===== config.mk =====
export PLATFORM = sky130hd
export DESIGN_NAME = btb_update_ctrl
export DESIGN_NICKNAME = d
export VERILOG_FILES = /design/src/rtl/btb_update_ctrl.sv
export SDC_FILE = /design/constraint.sdc
export NUM_CORES = 1
export LEC_CHECK = 0
export BUFFER_PORTS_ARGS = -buffer_cell sky130_fd_sc_hd__buf_2
export CELL_PAD_IN_SITES_DETAIL_PLACEMENT = 1
export CELL_PAD_IN_SITES_GLOBAL_PLACEMENT = 1
export CORE_MARGIN = 2
export CORE_UTILIZATION = 46
export CTS_BUF_LIST = sky130_fd_sc_hd__clkbuf_2
export CTS_CLUSTER_SIZE = 16
export DETAILED_ROUTE_END_ITERATION = 7
export GPL_TIMING_DRIVEN = 0
export PLACE_DENSITY_LB_ADDON = 0.05
export SLEW_MARGIN = 20
export SYNTH_ARGS = -nofsm -noshare
export SYNTH_HDL_FRONTEND = slang
export SYNTH_SLANG_ARGS = --single-unit

===== constraint.sdc =====
create_clock -name clk -period 10.4 [get_ports clk]
set_input_delay 0 -clock clk [delete_from_list [all_inputs] [get_ports clk]]
set_output_delay 0 -clock clk [all_outputs]
set_load 0.01 [all_outputs]

===== src/rtl/btb_update_ctrl.sv =====
// rtl/btb_update_ctrl.sv - Branch target buffer update controller with resolved-branch queue
module btb_update_ctrl #(
    parameter int FIFO_DEPTH = 2
) (
    input  logic         clk,
    input  logic         rst_n,
    input  logic         upd_valid,
    output logic         upd_ready,
    input  logic [31:0]  upd_pc,
    input  logic [31:0]  upd_target,
    input  logic         upd_taken,
    output logic [2:0]   update_index,
    input  logic [127:0] update_set,
    output logic         write_enable,
    output logic [2:0]   write_index,
    output logic [127:0] write_set,
    output logic         busy
);

    localparam int PTR_W = $clog2(FIFO_DEPTH);
    localparam int CNT_W = PTR_W + 1;

    typedef enum logic [1:0] {
        S_IDLE  = 2'd0,
        S_READ  = 2'd1,
        S_WRITE = 2'd2
    } state_t;

    state_t r_state;
    state_t w_state_next;

    // Queue entry: {pc[31:2], target[31:2], taken}; byte-offset bits never matter
    logic [60:0]      r_fifo [FIFO_DEPTH];
    logic [PTR_W-1:0] r_rd_ptr;
    logic [PTR_W-1:0] r_wr_ptr;
    logic [CNT_W-1:0] r_count;
    logic [CNT_W-1:0] w_count_next;

    logic w_full;
    logic w_empty;
    logic w_push;
    logic w_pop;
    logic w_unused_low_bits;

    logic [60:0] w_head;
    logic [26:0] w_tag;
    logic [2:0]  w_head_index;
    logic [29:0] w_head_target;
    logic        w_head_taken;

    logic [63:0] w_way0;
    logic [63:0] w_way1;
    logic        w_hit0;
    logic        w_hit1;
    logic        w_lru;

    logic        w_need_write;
    logic        w_sel_way;
    logic [63:0] w_upd_way;
    logic [1:0]  w_ctr;
    logic [63:0] w_new_way0;
    logic [63:0] w_new_way1;

    logic         r_write_enable;
    logic [2:0]   r_write_index;
    logic [127:0] r_write_set;

    assign w_unused_low_bits = ^{upd_pc[1:0], upd_target[1:0]};

    assign w_full  = (r_count == CNT_W'(FIFO_DEPTH));
    assign w_empty = (r_count == '0);
    // A full queue refuses new entries even when the head pops this same cycle
    assign w_push  = upd_valid && !w_full;
    assign w_pop   = (r_state == S_WRITE);

    assign w_head        = r_fifo[r_rd_ptr];
    assign w_tag         = w_head[60:34];
    assign w_head_index  = w_head[33:31];
    assign w_head_target = w_head[30:1];
    assign w_head_taken  = w_head[0];

    assign w_way0 = update_set[63:0];
    assign w_way1 = update_set[127:64];
    assign w_hit0 = w_way0[63] && (w_way0[62:36] == w_tag);
    assign w_hit1 = w_way1[63] && (w_way1[62:36] == w_tag);
    assign w_lru  = w_way0[0];

    assign upd_ready    = !w_full;
    assign update_index = w_empty ? 3'd0 : w_head_index;
    assign busy         = !w_empty || (r_state != S_IDLE);
    assign write_enable = r_write_enable;
    assign write_index  = r_write_index;
    assign write_set    = r_write_set;

    // Queue occupancy after this cycle's push and pop
    always_comb begin
        w_count_next = r_count;
        if (w_push && !w_pop) begin
            w_count_next = r_count + CNT_W'(1);
        end else if (!w_push && w_pop) begin
            w_count_next = r_count - CNT_W'(1);
        end
    end

    // Queue payload storage; contents are only meaningful below the occupancy count
    always_ff @(posedge clk) begin
        if (w_push) begin
            r_fifo[r_wr_ptr] <= {upd_pc[31:2], upd_target[31:2], upd_taken};
        end
    end

    // Queue pointers and occupancy; reset empties the queue at once
    always_ff @(posedge clk or negedge rst_n) begin
        if (!rst_n) begin
            r_rd_ptr <= '0;
            r_wr_ptr <= '0;
            r_count  <= '0;
        end else begin
            if (w_push) begin
                r_wr_ptr <= r_wr_ptr + PTR_W'(1);
            end
            if (w_pop) begin
                r_rd_ptr <= r_rd_ptr + PTR_W'(1);
            end
            r_count <= w_count_next;
        end
    end

    // FSM state register
    always_ff @(posedge clk or negedge rst_n) begin
        if (!rst_n) begin
            r_state <= S_IDLE;
        end else begin
            r_state <= w_state_next;
        end
    end

    // FSM next state: one read-modify-write pair per queued update
    always_comb begin
        w_state_next = r_state;
        case (r_state)
            S_IDLE:  if (!w_empty) w_state_next = S_READ;
            S_READ:  w_state_next = S_WRITE;
            S_WRITE: w_state_next = (w_count_next != '0) ? S_READ : S_IDLE;
            default: w_state_next = S_IDLE;
        endcase
    end

    // New set contents from the current storage set and the head update
    always_comb begin
        w_need_write = 1'b0;
        w_sel_way    = 1'b0;
        w_upd_way    = w_way0;
        w_ctr        = 2'b00;
        w_new_way0   = w_way0;
        w_new_way1   = w_way1;
        if (w_hit0 || w_hit1) begin
            w_need_write = 1'b1;
            w_sel_way    = !w_hit0;
            w_upd_way    = w_sel_way ? w_way1 : w_way0;
            w_ctr        = w_upd_way[5:4];
            if (w_head_taken) begin
                if (w_ctr != 2'b11) begin
                    w_ctr = w_ctr + 2'b01;
                end
                w_upd_way[35:6] = w_head_target;
            end else if (w_ctr != 2'b00) begin
                w_ctr = w_ctr - 2'b01;
            end
            w_upd_way[5:4] = w_ctr;
        end else if (w_head_taken) begin
            w_need_write = 1'b1;
            if (!w_way0[63]) begin
                w_sel_way = 1'b0;
            end else if (!w_way1[63]) begin
                w_sel_way = 1'b1;
            end else begin
                w_sel_way = w_lru;
            end
            w_upd_way = {1'b1, w_tag, w_head_target, 2'b10, 4'b0000};
        end
        if (w_sel_way) begin
            w_new_way1 = w_upd_way;
        end else begin
            w_new_way0 = w_upd_way;
        end
        // The LRU bit lives in way0 and always points away from the touched way
        if (w_need_write) begin
            w_new_way0[0] = ~w_sel_way;
        end
    end

    // Write port: captured during READ, strobed for the single WRITE cycle
    always_ff @(posedge clk or negedge rst_n) begin
        if (!rst_n) begin
            r_write_enable <= 1'b0;
            r_write_index  <= 3'd0;
            r_write_set    <= '0;
        end else if (r_state == S_READ) begin
            r_write_enable <= w_need_write;
            r_write_index  <= w_head_index;
            r_write_set    <= {w_new_way1, w_new_way0};
        end else begin
            r_write_enable <= 1'b0;
        end
    end

endmodule

==> run summary, run 1 <==
The run stopped with a tool error. The tools report the terminating stage of the flow as clock tree synthesis. The tool reported: "[ERROR RSZ-0060] Max buffer count reached". The initialized floorplan defines 59 standard-cell rows. The number of setup buffers added after CTS was 0.

The tools report the buffer type at the clock tree root as sky130_fd_sc_hd__clkbuf_2. The synthesized netlist devotes 11.5% of its cell area to simple gates. The share of flip-flops with an asynchronous set or reset came out at 53.1%.

The proportion of synthesized chip area in sequential cells was 58.2%. Counting flops with a built-in enable in the synthesized netlist gives 122. For the total I/O pin count, the log shows 333. The HPWL after detailed placement is 32.1 mm. After synthesis the cells add up to 12200 um2. The main combinational cell family by area after synthesis is multiplexers. The tools report the post-cts hold buffer count as 369.

After synthesis, the mean cell area works out to 11.7 um2. Input and output buffers added on the ports amount to 328. CTS built an H-tree with a depth of 3. The top cell type by area accounts for 30.0% of the synthesized area. The number of nets handed over by synthesis was 1241.

The tools report the number of warnings printed during yosys synthesis as 0. Of all cell types, the one taking the most synthesized area is sky130_fd_sc_hd__edfxtp_1. The number of different library cells in the post-synthesis netlist is 44, and the overall die width is 167 um.

At the end of routability-driven placement, the weighted congestion stood at 0.919. TritonCTS created 71 clock buffers. The synthesized netlist devotes 0.205% of its cell area to adder and majority cells. Clock tree synthesis found a total of 260 sinks.

The number of instances resized during post-cts repair was 0. In the post-synthesis netlist, the biggest area contributors are sky130_fd_sc_hd__edfxtp_1 30%, sky130_fd_sc_hd__dfrtp_1 28%, sky130_fd_sc_hd__mux2i_1 8.6%, sky130_fd_sc_hd__xnor2_1 4.2%, sky130_fd_sc_hd__o21ai_1 4.1%. Of the total synthesized cell area, the portion taken by XOR and XNOR cells is 4.16%. The number of buffers between clock root and the deepest sink is 3, and the vertical die dimension is 167 um. The synthesized netlist devotes 10.2% of its cell area to compound gates. The most used flip-flop cell after synthesis is sky130_fd_sc_hd__dfrtp_1. The number of synthesized register bits is 260, and the effective utilization at floorplan is 46.9%. The multiplexer share of the synthesized area came out at 12.5%.

Counting every instance in the synthesized netlist gives 1043.
## cell usage after synthesis, types with 2 or more instances
library cell / count
sky130_fd_sc_hd__a21oi_1: 12
sky130_fd_sc_hd__a22o_1: 3
sky130_fd_sc_hd__a22oi_1: 60
sky130_fd_sc_hd__and3_1: 3
sky130_fd_sc_hd__buf_1: 2
sky130_fd_sc_hd__buf_2: 9
sky130_fd_sc_hd__buf_6: 12
sky130_fd_sc_hd__clkbuf_1: 45
sky130_fd_sc_hd__dfrtp_1: 138
sky130_fd_sc_hd__edfxtp_1: 122
sky130_fd_sc_hd__ha_1: 2
sky130_fd_sc_hd__inv_1: 7
sky130_fd_sc_hd__mux2_2: 28
sky130_fd_sc_hd__mux2i_1: 105
sky130_fd_sc_hd__mux2i_2: 10
sky130_fd_sc_hd__nand2_1: 133
sky130_fd_sc_hd__nand2b_1: 2
sky130_fd_sc_hd__nand3_1: 5
sky130_fd_sc_hd__nand4_1: 33
sky130_fd_sc_hd__nor2_1: 49
sky130_fd_sc_hd__nor3_1: 5
sky130_fd_sc_hd__nor4_1: 22
sky130_fd_sc_hd__nor4b_1: 4
sky130_fd_sc_hd__o211ai_1: 3
sky130_fd_sc_hd__o21ai_0: 23
sky130_fd_sc_hd__o21ai_1: 101
sky130_fd_sc_hd__o22a_1: 2
sky130_fd_sc_hd__or3_1: 30
sky130_fd_sc_hd__xnor2_1: 58
## logic make-up after synthesis
group           Yosys count
compound gates          209
xor+xnor                 58
fa+ha+maj                 2
buf+inv                  76
flops                   260
mux                     144
simple gates            294
## through the flow
stage | cell area [um2] | util [%] | setup slack [ns] | hold slack (ns) | std cells
2_1_floorplan | 12200 | - | 6.47 | -0.296 | 1043
3_3_place_gp | 14300 | 54.8 | 4.37 | 0.187 | 1706
3_5_place_dp | 14400 | 55.4 | 6.80 | -0.0229 | 1711
==> inputs of run 2 (changes only) <==
==> config.mk (replaced) <==
export PLATFORM = sky130hd
export DESIGN_NAME = btb_update_ctrl
export DESIGN_NICKNAME = d
export VERILOG_FILES = /design/src/rtl/btb_update_ctrl.sv
export SDC_FILE = /design/constraint.sdc
export NUM_CORES = 1
export LEC_CHECK = 0
export BUFFER_PORTS_ARGS = -buffer_cell sky130_fd_sc_hd__buf_2
export CORE_MARGIN = 2
export CORE_UTILIZATION = 40
export DETAILED_ROUTE_END_ITERATION = 7
export GPL_TIMING_DRIVEN = 0
export PLACE_DENSITY_LB_ADDON = 0.15
export SLEW_MARGIN = 20
export SYNTH_ARGS = -nofsm -noshare
export SYNTH_HDL_FRONTEND = slang
export SYNTH_SLANG_ARGS = --single-unit
==> run summary, run 2 <==
The clock net in this run drives a total of 260 sinks. For the worst setup path, the data arrival time is 4.42 ns. The deepest level of the CTS H-tree is 1. Type of the worst min-delay path: primary input to async pin. The area growth from synthesis to layout was 45.9%.

The tools report the startpoint class of the critical path as a flop. The share of Yosys cell area claimed by the top area cell type was 30.0%. Once detail routing completed, the nets flagged for antenna violations numbered 0. The register with the most flip-flops in the layout has 128 of them. Maximum VDD drop: 184 uV.

The run gives 5230 uW as the final total power. For the met1 track utilization from global routing, the log shows 37.1%. The worst path uses 38.3% of the clock period. Actual slew at the worst max-slew pin: 1.15 ns. The placed wire-length estimate after detailed placement is 30.5 mm. The flow ran to the end, but the final reports show violations. The run gives 6 as the first-pass iteration count of the detailed router. The vertical die dimension was 179 um. Setup repair after global routing left no endpoint under its margin. Counting every net in the synthesized netlist gives 1241. STA classifies the critical path endpoint as a flop. Yosys mapped a number of flops with a built-in enable equal to 122.

In this run the critical register-to-register path is launched from r_rd_ptr. Clock tree synthesis inserted a total of 30 buffers. Global routing used 5.07% of the available met3 tracks. For the final routed DRC violation total, the log shows 0. Summing every instance area after synthesis gives 12200 um2. The power per unit of standard cell area came out at 293 nW/um2. After synthesis, flip-flops and latches occupy 58.2% of the total area.

Counting flops and latches in the post-synthesis netlist gives 260. After global routing, the most crowded layer is met2. The number of core rows is 63, and the number of buffers inserted by port buffering is 328. The netlist uses 44 different library cells.

The core region is 29900 um2. The fraction of layout instances using a drive strength above 1 was 27.4%. The cell count after synthesis came out at 1043. The top cell types in the final layout, fill and taps aside, are 336 x sky130_fd_sc_hd__buf_2, 223 x sky130_fd_sc_hd__dlygate4sd3_1, 138 x sky130_fd_sc_hd__dfrtp_1. The final estimated routing congestion in global placement is 0.882, and the headroom to the max-slew limit is 23.2%. Summed over all instances, the cell type with the most area after synthesis is sky130_fd_sc_hd__edfxtp_1. For the met2 track demand over resource in global routing, the log shows 43.4%.

The logs give 333 for the total I/O pin count and 11500 for the via count of the first global-routing pass. The post-cts hold buffer count came out at 224. During synthesis, Yosys emitted a total of 0 warnings. The die covers 32000 um2. After clock tree synthesis, the setup repair step added 0 buffers. Counting flops with an async set or reset pin after synthesis yields a share of 53.1%. In this run the worst path has a maximum fanout of 10. The analysis attributes to cell leakage a power of 0.00757 uW. The final setup violation count is 0.

The final reports fail on hold timing. The most common cell after layout, fill and taps aside was sky130_fd_sc_hd__buf_2. Counting instances in the post-synthesis netlist gives the leading cell types as 138 x sky130_fd_sc_hd__dfrtp_1, 133 x sky130_fd_sc_hd__nand2_1, 122 x sky130_fd_sc_hd__edfxtp_1.

The die is 179 um wide. Static timing analysis puts the maximum clock frequency at 0.251 GHz. The clock arrives with 0.0148 ns of skew. In the final design database the tool counted 1830 nets.

Summing over every cut layer, the via total after detailed routing is 11200. The worst hold slack is -0.0148 ns, and the number of cell instances on the worst register-to-register path is 13. The buffer type at the clock tree root is sky130_fd_sc_hd__clkbuf_16.

The filler cell count in the final layout was 2595. The clock transition at the register clock pins on the worst setup and hold paths after CTS came out at 0.06 ns. Summed over all layers, the global routing overflow is 0. Setup slack on the worst reg-to-reg path comes out at 6.42 ns. The logs give 3 for the initial antenna violation count and 3 for the number of buffers between clock root and the deepest sink. Most used flip-flop cell after synthesis: sky130_fd_sc_hd__dfrtp_1. Number of endpoints with negative hold slack in the final report: 3.

In the final timing run, aggregate negative setup slack is 0 ns. Data on the critical path is required at its endpoint by 10.84 ns. Category of the critical setup timing path: flop to flop. For this configuration, the core starts out at a cell density of 40.9%.

Most common cell in the synthesized netlist: sky130_fd_sc_hd__dfrtp_1. For the overall routed net length, the log shows 44.3 mm. Averaged over all synthesized cells, the footprint is 11.7 um2. In the global route stage, overall resource usage came out at 27.3%. The run gives 0 as the final max-slew violation count. TritonCTS built the clock tree. The shortest clock period the worst path allows after layout works out to 3.98 ns.

Entering global routing, the biggest net connects 88 pins. Across the run, the number of max-cap violations was 0. Dividing the detail-routed wire length by the instance count gives 21.6 um. The endpoint identified for the worst register-to-register timing path is write_set[33]. The via density per instance was 5.45; the first-pass GRT wire length was 65.9 mm.

By area the synthesized netlist is led by sky130_fd_sc_hd__edfxtp_1 30%, sky130_fd_sc_hd__dfrtp_1 28%, sky130_fd_sc_hd__mux2i_1 8.6%, sky130_fd_sc_hd__xnor2_1 4.2%, sky130_fd_sc_hd__o21ai_1 4.1%. The number of gates resized after CTS was 0. The tools report the clock network latency to the later pin of the worst-skew pair as 0.57 ns. For the initial DRC count, the log shows 813.
-- run 2: cell counts after synthesis --
No cell type changed its count.
-- run 2: layout make-up --
type                    count  area (um2)  share of cell area, %
flip-flops and latches    260        7120                   39.9
multi-input cells         707        4730                   26.5
repair buffers            557        4030                   22.6
clock buffers              38         842                   4.72
well taps                 390         488                   2.74
plain buffers              69         364                   2.04
clock inverters            18         224                   1.26
inverters                   7        26.3                  0.147
diodes                      3        7.51                 0.0421
-- run 2: how the worst max path moves through the flow --
stage / depth (start not counted) / endpoint / from
after floorplan: 5 / r_fifo[0][0] / r_count[0]
after global placement: 5 / r_fifo[0][7] / r_count[0]
final: 13 / write_set[33] / r_rd_ptr
after CTS: 13 / write_set[99] / r_rd_ptr
after detailed placement: 12 / write_set[74] / r_rd_ptr
after global routing: 13 / write_set[79] / r_rd_ptr
-- run 2: power by group --
group / switching, uW / internal [uW]
clock network: 446 / 695
logic: 1420 / 997
registers: 187 / 1480
total: 2050 / 3170
-- run 2: metrics by stage --
stage	utilization, %	area [um2]	std cells	worst slack (ns)	hold WS, ns
4_1_cts	59.7	17800	2046	6.48	0.00458
6_report	59.7	17800	2049	6.42	-0.0148
5_1_grt	59.7	17800	2049	6.16	0.0206
3_3_place_gp	48.0	14400	1761	4.29	0.188
2_1_floorplan	-	12200	1043	6.47	-0.296
3_5_place_dp	48.5	14500	1766	7.04	-0.0537
-- run 2: worst max-delay path: stages, from the launching register on --
cell                            delay [ns]
sky130_fd_sc_hd__dfrtp_1              0.34
sky130_fd_sc_hd__buf_6                0.20
sky130_fd_sc_hd__buf_2                0.36
sky130_fd_sc_hd__mux2i_1              0.35
sky130_fd_sc_hd__xnor2_1              0.16
sky130_fd_sc_hd__nor4_1               0.18
sky130_fd_sc_hd__nand3_1              0.21
sky130_fd_sc_hd__a211oi_2             0.64
sky130_fd_sc_hd__buf_4                0.33
sky130_fd_sc_hd__buf_6                0.18
sky130_fd_sc_hd__nand2_1              0.07
sky130_fd_sc_hd__nand4_1              0.12
sky130_fd_sc_hd__o21ai_1              0.09
sky130_fd_sc_hd__dlygate4sd3_1        0.60
-- run 2: metal layers --
| metal | routed length [um] | share of wire [%] | up-vias |
|---|---|---|---|
| met5 | 0 | 0 | - |
| met4 | 1750 | 3.9 | 0 |
| met3 | 3430 | 7.8 | 115 |
| met2 | 20200 | 46 | 543 |
| met1 | 18900 | 43 | 5470 |
| li1 | - | - | 5031 |
-- run 2: kinds of logic after synthesis --
| kind of cell | share of synthesized area (%) |
|---|---|
| AO/OA/AOI/OAI | 10.2 |
| XOR/XNOR | 4.16 |
| adder cells (fa/ha/maj) | 0.205 |
| buffers and inverters | 3.19 |
| flip-flops | 58.2 |
| multiplexers | 12.5 |
| AND/OR/NAND/NOR | 11.5 |
(Power assumes the default switching activity.)
